## config.mk

```make
export PLATFORM = sky130hd
export DESIGN_NAME = instruction_fetch_flat
export DESIGN_NICKNAME = d
export VERILOG_FILES = /design/src/rtl/mips_pkg.sv /design/src/rtl/instruction_fetch_if.sv /design/src/rtl/fetch_hold_buffer.sv /design/src/rtl/instruction_fetch.sv /design/src/flat_wrapper.sv
export SDC_FILE = /design/constraint.sdc
export NUM_CORES = 1
export LEC_CHECK = 0
export ABC_AREA = 1
export CAP_MARGIN = 20
export CORE_MARGIN = 8
export CORE_UTILIZATION = 35
export DETAILED_ROUTE_END_ITERATION = 10
export PLACE_DENSITY = 0.6
export SYNTH_ARGS = -nofsm -noshare
export SYNTH_HDL_FRONTEND = slang
export SYNTH_SLANG_ARGS = --single-unit
```

## constraint.sdc

```tcl
create_clock -name clk -period 1.8 [get_ports clk]
set_input_delay 0.36 -clock clk [delete_from_list [all_inputs] [get_ports clk]]
set_output_delay 0.36 -clock clk [all_outputs]
set_load 0.03 [all_outputs]
```

## src/rtl/mips_pkg.sv

```systemverilog
// mips_pkg: constants and types shared by the MIPS CPU blocks.
//   INSTR_WIDTH   instruction / address width
//   word_t        one machine word
//   RESET_VECTOR  first fetch address after reset
//   HALT_ADDRESS  a redirect to this address stops the CPU
//   fetch_state_e run / last-delivery / halted states of the fetch stage
package mips_pkg;

    localparam int INSTR_WIDTH = 32;

    typedef logic [INSTR_WIDTH-1:0] word_t;

    localparam word_t RESET_VECTOR = 32'hBFC00000;
    localparam word_t HALT_ADDRESS = 32'h00000000;

    // FS_LAST: fetch_pc already holds the halt (or bad) address; the next
    // advance retires the stage instead of delivering that word.
    typedef enum logic [1:0] {
        FS_RUN,
        FS_LAST,
        FS_HALTED
    } fetch_state_e;

endpackage

```

## src/rtl/instruction_fetch_if.sv

```systemverilog
// instruction_fetch_if: fetch-stage bus toward instruction memory and decode.
//   instr_address  fetch address to instruction memory
//   instr_read     memory data for the address presented on the previous edge
//   instr_out      instruction handed to decode
//   pc_out         address of instr_out
//   instr_valid    instr_out/pc_out are meaningful
//   stall          decode cannot consume this cycle
//   branch_taken   redirect request from decode (qualified by instr_valid)
//   branch_target  redirect address
// master = fetch stage, slave = memory/decode side.
interface instruction_fetch_if import mips_pkg::*; ();

    word_t instr_address;
    word_t instr_read;
    word_t instr_out;
    word_t pc_out;
    logic  instr_valid;
    logic  stall;
    logic  branch_taken;
    word_t branch_target;

    modport master (
        output instr_address, instr_out, pc_out, instr_valid,
        input  instr_read, stall, branch_taken, branch_target
    );

    modport slave (
        input  instr_address, instr_out, pc_out, instr_valid,
        output instr_read, stall, branch_taken, branch_target
    );

endinterface

```

## src/rtl/fetch_hold_buffer.sv

```systemverilog
// fetch_hold_buffer: keeps the word under decode while decode stalls.
// The memory keeps reading the (unchanged) fetch address during a stall, so
// after the first stall edge instr_read already shows the successor word;
// the word in decode is captured on that first edge and replayed from here.
//   clk, reset   clock, synchronous active-high reset
//   capture      instr_valid && stall this cycle
//   clear        stage advances this cycle (word consumed)
//   instr_read   memory data
//   instr_out    held word while holding, otherwise instr_read
module fetch_hold_buffer import mips_pkg::*; (
    input  logic  clk,
    input  logic  reset,
    input  logic  capture,
    input  logic  clear,
    input  word_t instr_read,
    output word_t instr_out
);

    word_t hold;
    logic  hold_valid;

    always_ff @(posedge clk) begin
        if (reset) begin
            hold       <= '0;
            hold_valid <= 1'b0;
        end else if (clear) begin
            hold_valid <= 1'b0;
        end else if (capture && !hold_valid) begin
            hold       <= instr_read;
            hold_valid <= 1'b1;
        end
    end

    assign instr_out = hold_valid ? hold : instr_read;

endmodule

```

## src/rtl/instruction_fetch.sv

```systemverilog
// instruction_fetch: PC / fetch stage in front of a synchronous-read
// instruction memory. Pairs each returned word with its PC, honours the
// branch delay slot, holds the word across decode stalls and stops the CPU
// once execution is redirected to HALT_ADDRESS.
//   clk, reset     clock, synchronous active-high reset
//   bus            instruction_fetch_if.master (memory + decode handshake)
//   active         CPU running; 0 after halt until reset
//   address_error  misaligned redirect seen (sticky)
// Optional feature: FETCH_ALIGN_CHECK_EN -- a misaligned redirect target
// raises address_error and halts after the delay slot. Without it the low
// two target bits are dropped and address_error is tied low.
module instruction_fetch import mips_pkg::*; #(
    parameter word_t RESET_VECTOR = mips_pkg::RESET_VECTOR,
    parameter word_t HALT_ADDRESS = mips_pkg::HALT_ADDRESS
) (
    input  logic                       clk,
    input  logic                       reset,
    instruction_fetch_if.master        bus,
    output logic                       active,
    output logic                       address_error
);

    fetch_state_e state_q, state_d;

    word_t fetch_pc;
    word_t pc_q;
    logic  valid_q;
    logic  pend_q;
    word_t pend_target;

    logic  advance;
    logic  redirect_req;
    logic  take_redirect;
    word_t raw_target;
    word_t redirect_target;
    logic  misaligned;
    word_t next_pc;

    assign active        = (state_q != FS_HALTED);
    assign advance       = active && !(valid_q && bus.stall);
    assign redirect_req  = bus.branch_taken && valid_q;
    // A redirect latched during a stall wins over anything decode asks later.
    assign take_redirect = pend_q || redirect_req;
    assign raw_target    = pend_q ? pend_target : bus.branch_target;

`ifdef FETCH_ALIGN_CHECK_EN
    assign redirect_target = raw_target;
    assign misaligned      = take_redirect && (raw_target[1:0] != 2'b00);
`else
    assign redirect_target = raw_target & ~word_t'(3);
    assign misaligned      = 1'b0;
`endif

    assign next_pc = take_redirect ? redirect_target : fetch_pc + word_t'(4);

    // Run/halt control. fetch_pc takes the halt (or bad) address on one
    // advance so the delay-slot word still goes out; the next advance retires.
    always_ff @(posedge clk) begin
        if (reset) state_q <= FS_RUN;
        else       state_q <= state_d;
    end

    always_comb begin
        state_d = state_q;
        case (state_q)
            FS_RUN: begin
                if (advance && ((next_pc == HALT_ADDRESS) || misaligned))
                    state_d = FS_LAST;
            end
            FS_LAST: begin
                if (advance) state_d = FS_HALTED;
            end
            default: state_d = FS_HALTED;
        endcase
    end

    always_ff @(posedge clk) begin
        if (reset) begin
            fetch_pc    <= RESET_VECTOR;
            pc_q        <= '0;
            valid_q     <= 1'b0;
            pend_q      <= 1'b0;
            pend_target <= '0;
        end else begin
            // Stalled redirect: remember it; the stall cannot coincide with advance.
            if (redirect_req && bus.stall && !pend_q) begin
                pend_q      <= 1'b1;
                pend_target <= bus.branch_target;
            end
            if (advance) begin
                pend_q <= 1'b0;
                if (state_q == FS_LAST) begin
                    valid_q <= 1'b0;
                end else begin
                    pc_q     <= fetch_pc;
                    valid_q  <= 1'b1;
                    fetch_pc <= next_pc;
                end
            end
        end
    end

`ifdef FETCH_ALIGN_CHECK_EN
    logic err_q;
    always_ff @(posedge clk) begin
        if (reset)                                        err_q <= 1'b0;
        else if (advance && state_q == FS_RUN && misaligned) err_q <= 1'b1;
    end
    assign address_error = err_q;
`else
    assign address_error = 1'b0;
`endif

    fetch_hold_buffer u_hold (
        .clk        (clk),
        .reset      (reset),
        .capture    (valid_q && bus.stall),
        .clear      (advance),
        .instr_read (bus.instr_read),
        .instr_out  (bus.instr_out)
    );

    assign bus.instr_address = fetch_pc;
    assign bus.pc_out        = pc_q;
    assign bus.instr_valid   = valid_q;

endmodule

```

## src/flat_wrapper.sv

```systemverilog
// flat-port wrapper written by rule: the top's interface ports become plain ports
module instruction_fetch_flat import mips_pkg::*;
#(
    parameter word_t RESET_VECTOR = mips_pkg::RESET_VECTOR,
    parameter word_t HALT_ADDRESS = mips_pkg::HALT_ADDRESS
)
  (clk, reset, active, address_error, bus_instr_address, bus_instr_out, bus_pc_out, bus_instr_valid, bus_instr_read, bus_stall, bus_branch_taken, bus_branch_target);
  instruction_fetch_if bus_i ();
  input  logic clk;
  input  logic reset;
  output logic active;
  output logic address_error;
  output wire logic [$bits(bus_i.instr_address)-1:0] bus_instr_address;
  output wire logic [$bits(bus_i.instr_out)-1:0] bus_instr_out;
  output wire logic [$bits(bus_i.pc_out)-1:0] bus_pc_out;
  output wire logic [$bits(bus_i.instr_valid)-1:0] bus_instr_valid;
  input wire logic [$bits(bus_i.instr_read)-1:0] bus_instr_read;
  input wire logic [$bits(bus_i.stall)-1:0] bus_stall;
  input wire logic [$bits(bus_i.branch_taken)-1:0] bus_branch_taken;
  input wire logic [$bits(bus_i.branch_target)-1:0] bus_branch_target;
  assign bus_instr_address = bus_i.instr_address;
  assign bus_instr_out = bus_i.instr_out;
  assign bus_pc_out = bus_i.pc_out;
  assign bus_instr_valid = bus_i.instr_valid;
  assign bus_i.instr_read = bus_instr_read;
  assign bus_i.stall = bus_stall;
  assign bus_i.branch_taken = bus_branch_taken;
  assign bus_i.branch_target = bus_branch_target;
  instruction_fetch #(.RESET_VECTOR(RESET_VECTOR), .HALT_ADDRESS(HALT_ADDRESS)) u_core (.clk(clk), .reset(reset), .bus(bus_i), .active(active), .address_error(address_error));
endmodule
```

### Word-level counts from Yosys, hierarchy flattened

Cells that the tools add are included.

| word-level totals | value |
|---|---|
| bits of input ports | 68 |
| bits in writable memories | 0 |
| output and inout bits | 99 |
| logic and storage cells | 39 |
| bits in latches | 0 |
| bits in registers | 133 |
| memories | 0 |
| bits in read-only memories | 0 |

| cells by class | value |
|---|---|
| eq/ne operators | 4 |
| add/sub/neg operators | 1 |
| multipliers | 0 |
| order comparisons | 0 |
| shift-type cells | 0 |
| div/mod/pow operators | 0 |
| mux-type cells | 7 |
| bitwise operators | 2 |
| reduce and logical (&&, ||, !) cells | 17 |

Operator list:

| operator | count |
|---|---|
| 2-to-1 mux 32 bit | 3 |
| adder 32 x 3 -> 32 bit (second input constant) | 1 |
| logical NOT 32 bit | 1 |
| logical AND 1 bit | 7 |
| AND reduction 2 bit | 3 |
| 2-to-1 mux 2 bit | 2 |
| inequality test 2 x 1 -> 1 bit (second input constant) | 2 |
| one-hot mux 2 bit (2 select lines) | 1 |
| logical NOT 1 bit | 3 |
| equality test 2 x 1 -> 1 bit (second input constant) | 1 |
| logical NOT 2 bit | 1 |
| inequality test 2 bit (second input constant) | 1 |
| inverter 1 bit | 2 |
| OR reduction 2 bit | 1 |
| logical OR 1 bit | 1 |
| 2-to-1 mux 1 bit | 1 |

### Logic depth before layout (Yosys ltp)

| depth | value |
|---|---|
| depth after elaboration | 7 |
| gate-level depth with buffers | 16 |
| gate-level depth less buffers | 16 |

### Cells and area by module

A second synthesis with hierarchy kept.

| second synthesis, totals | value |
|---|---|
| cell total of the unflattened synthesis | 1120 |
| area total of the unflattened synthesis | 6962.9 um^2 |

Modules (own cells, without submodules):

| module | times used | sequential area each (um^2) | cells each | area an instance (um^2) |
|---|---|---|---|---|
| instruction_fetch | 1 | 1961.9 | 774 | 4986.0 |
| fetch_hold_buffer | 1 | 660.6 | 346 | 1976.9 |

### Least setup slack after synthesis

No wires, ideal clock.

| timing path | value |
|---|---|
| kind | reg2reg |
| start | register u_core.fetch_pc[3], in the netlist u_core.bus.instr_address[3] |
| end | register u_core.state_q[0] |
| cell stages (with the launch flop) | 16 |
| setup slack | -233 ps |
| data required time | 1734 ps |
| clock period less this slack | 2033 ps |
| arrival | 1967 ps |
| library setup time | 66 ps |
| path buffers | 0 |
| cells stage by stage | dfxtp_1 ha_1 nand2_1 nor2_4 nand2_2 nor2_2 nand2_1 nand2_1 nand2_1 a21oi_1 nand2_1 nor2_1 nand2_1 nor2_1 nand2_1 a21oi_2 |

| between the ends | value |
|---|---|
| cells in the longest elaborated chain, start to end | 6 |

RTL lines:

| what | RTL line | RTL |
|---|---|---|
| start: declaration | instruction_fetch.sv:25 | `word_t fetch_pc;` |
| start signal: assignment | instruction_fetch.sv:97 | `fetch_pc <= next_pc;` |
| adder 32 x 3 -> 32 bit | instruction_fetch.sv:54 | `assign next_pc = take_redirect ? redirect_target : fetch_pc + word_t'(4);` |
| 2-to-1 mux 32 bit | instruction_fetch.sv:54 |  |
| logical NOT 32 bit | instruction_fetch.sv:67 | `if (advance && ((next_pc == HALT_ADDRESS) \|\| misaligned))` |
| logical AND 1 bit | instruction_fetch.sv:67 |  |
| inequality test 2 x 1 -> 1 bit (no line) | -- |  |
| AND reduction 2 bit (no line) | -- |  |
| end signal: assignment | instruction_fetch.sv:60 | `else state_q <= state_d;` |
| end: declaration | instruction_fetch.sv:23 | `fetch_state_e state_q, state_d;` |

No other way between the ends.
A chain may end at the register's enable or synchronous reset.

### Worst setup path after layout

Same ends and word-level chain as after synthesis.

==> impl_metrics.ini <==
[run_status]
status = finished, violations left
failed_checks = negative setup slack

[floorplan]
row_count = 50
start_util_pct = 35.27
dieHeight_um = 152.4
die_area_sq_mm = 0.02322
pin_count = 167
fp.dieW_um = 152.4
core-area_sq_mm = 0.01846

[pwr]
vdd.ir_drop.worst_uv = 644.7
power.total_mw = 10.21
p_leak_nw = 4.956
p_clk_share_pct = 33.7
swShare_pct = 33.93
power_frac_seq_pct = 34.3
pwr-share-comb_pct = 32.0
power.internal_mw = 6.746
p_per_area_mw_per_mm2 = 1002
power_switching_mw = 3.464

[cells_and_area]
fin_cells = 1494
fin_nets = 1316
fillers = 1782
final-seq-area_sq_mm = 0.002649
multi_input_area_sq_mm = 0.003416
antenna_cells = 0
areaGrowthSynthToFinish_pct = 56.59
final_layout_size_suffix_gt1_share_pct = 22.70

[clock_network]
cts_buffers = 17
cts_htree_levels = 4
path_clk_slew_ns = 0.06
tritoncts = built
clockBufferDepth = 2
cts_root_buf = clkbuf_16
clock-sinks = 131
insertion_delay_ns = 0.42
ctsHoldBuffers = 0

[sta]
fin_ws_ns = -0.1647
fin_crit_ns = 1.965
rsz0062_at_grt = yes
post-route-period-util_pct = 109.2
hold_viol = 0
maxSlewViolCount = 0
setup_total_negative_slack_ns = -0.2295
finalClockSkew_ns = 0.007125
finalSetupViolations = 2
fmax_ghz = 0.5090

[run]
drv_cap = 0

[worst_setup_path]
endpoint_kind = flop
critPathLaunchType = flop
path_class = reg2reg
crit_arrival_ns = 2.32
r2r-end = u_core.state_q[0]$_SDFFE_PP0P_
ff2ff_path_depth = 12
rrSetupSlack_ns = -0.16
r2r-start = u_core.bus.instr_address[3]$_SDFFE_PP0P_
crit_fanout = 4
required_ns = 2.15

[logic_synthesis]
synth_top_cells_by_count = 213 x nand2_1, 163 x o21ai_0, 131 x dfxtp_1
ys_seq_elements = 131
yosysTopAreaCell = dfxtp_1
synth_cells = 985
netlist.area_leader.share_pct = 40.29
synth_area_sq_mm = 0.006509
synth_edf_count = 0
post-synth-top-count-cell = nand2_1
syn_nets = 1054
synth_warnings = 0
ys.flop_type = dfxtp_1
synth.area.top_cells = dfxtp_1 40%, o21ai_0 13%, nand2_1 12%
synthDistinctLibCells = 33
synth_area_per_cell_sq_um = 6.608
synth_async_sr_flop_share_pct = 0
seq_area_frac_synth_pct = 40.29

[global_routing]
grt_overflow = 0
grtUsageTotal_pct = 18.94
met1_usage_pct = 26.09
grt_max_degree = 65
grt_pass1_vias = 6763
busiest_layer = met2
antenna_found_initial = 0
grt_util_met2_pct = 28.67
grtUsageMet3_pct = 4.538
grt_pass1_wl_um = 36010

[placement]
dp_hpwl_um = 16820
io_buffers = 163
post-place-cells = 1452
dp_slack_ns = -0.4394
routabilityCongestion = 0.9261

[routing]
postRouteAntennaNets = 0
routed_wl_um = 22790
via_per_inst = 4.798
num_vias = 7168
drt-initial-drc-count = 452
drt-pass1-iter-count = 7
drc_errors = 0
wl_per_cell_um = 15.25

[min_path]
holdPathStages = 2
min_path_type = reg2reg
holdPathEnd = u_core.u_hold.hold[4]$_SDFFE_PP0P_
hold_start = u_core.u_hold.hold[4]$_SDFFE_PP0P_
## cell usage in the layout (no fill, tap or decap), types with 9 or more instances in the layout
cell / count
o211ai_1: 17
clkbuf_16: 20
buf_6: 10
o21ai_0: 139
o21ai_1: 16
nor2_2: 9
dfxtp_1: 116
buf_12: 13
inv_1: 108
nor2_4: 10
dfxtp_2: 12
nor2_1: 89
buf_4: 144
dlymetal6s2s_1: 16
nand2_1: 201
a21oi_1: 100
nand3_1: 29
clkdlybuf4s50_1: 65
nand2_2: 16
dlygate4sd2_1: 48
## sequential cells by signal (all words and copies together) (netlist names)
register	cells
u_core.bus.instr_address	32
u_core.bus.instr_valid	1
u_core.bus.pc_out	32
u_core.pend_q	1
u_core.pend_target	30
u_core.state_q	2
u_core.u_hold.hold	32
u_core.u_hold.hold_valid	1
## how the worst max path moves through the flow
| stage | from | end | slack (ns) |
|---|---|---|---|
| 2_1_floorplan | u_core.bus.instr_address[2]$_SDFFE_PP0P_ | u_core.state_q[0]$_SDFFE_PP0P_ | 0.007 |
| 3_3_place_gp | bus_branch_taken | u_core.state_q[0]$_SDFFE_PP0P_ | -0.40 |
| 3_5_place_dp | bus_branch_taken | u_core.state_q[0]$_SDFFE_PP0P_ | -0.44 |
| 4_1_cts | u_core.bus.instr_address[2]$_SDFFE_PP0P_ | u_core.state_q[0]$_SDFFE_PP0P_ | -0.13 |
| 5_1_grt | u_core.bus.instr_address[17]$_SDFFE_PP0P_ | u_core.state_q[0]$_SDFFE_PP0P_ | -0.33 |
| 6_report | u_core.bus.instr_address[3]$_SDFFE_PP0P_ | u_core.state_q[0]$_SDFFE_PP0P_ | -0.16 |
## cell type report
class / instances / area share, %
Timing Repair Buffer: 301 / 27.62
Tap cell: 234 / 2.873
Inverter: 114 / 4.297
Sequential cell: 131 / 25.99
Clock inverter: 9 / 1.019
Clock buffer: 23 / 4.689
Multi-Input combinational cell: 682 / 33.51
## cells by family after synthesis
family	synth area share [%]
adders and majority gates	0.1922
AOI/OAI and AO/OA	23.32
other	0.05761
and+or+nand+nor	25.07
buffers and inverters	10.34
xor gates and xnor gates	0.2692
muxes	0.4614
DFF	40.29
## repair_timing
action | 4_1_cts | 5_1_grt
pin swaps | 11 | 16
resized for setup | 75 | 97
setup endpoints to repair | 84 | 59
gates cloned | 0 | 4
buffers inserted | 4 | 7
## power groups by stage
stage / logic, mW / registers [mW] / clock network, mW
2_1_floorplan: 1.16 / 4.03 / 0
3_3_place_gp: 3.28 / 3.56 / 0
3_5_place_dp: 3.29 / 3.56 / 0
4_1_cts: 3.21 / 3.50 / 3.49
5_1_grt: 3.54 / 3.55 / 3.63
6_report: 3.27 / 3.51 / 3.44
## layer usage
| metal | vias up | part of all wire, % |
|---|---|---|
| met2 | 228 | 44 |
| li1 | 3718 | - |
| met5 | - | 0 |
| met1 | 3201 | 48 |
| met3 | 21 | 6.6 |
| met4 | 0 | 1.4 |
## stage by stage
stage	hold slack [ns]	instance area, sq um	util (%)
2_1_floorplan	0.4237	6540	-
3_3_place_gp	0.4327	9234	50.03
3_5_place_dp	0.4398	9234	50.03
4_1_cts	0.4487	9853	53.39
5_1_grt	0.4638	10190	55.23
6_report	0.4462	10190	55.23
## worst max-delay path: stages (launching register included)
cell and delay (ns):
dfxtp_4 0.36, ha_4 0.16, nand2_4 0.06, nor2_4 0.17, buf_4 0.14, buf_6 0.08, nand3_2 0.08, xor2_2 0.17
mux2i_1 0.19, nand3_1 0.10, nor3_1 0.20, nand2_1 0.09, a21oi_2 0.10
Power figures use the tool's default switching activity.
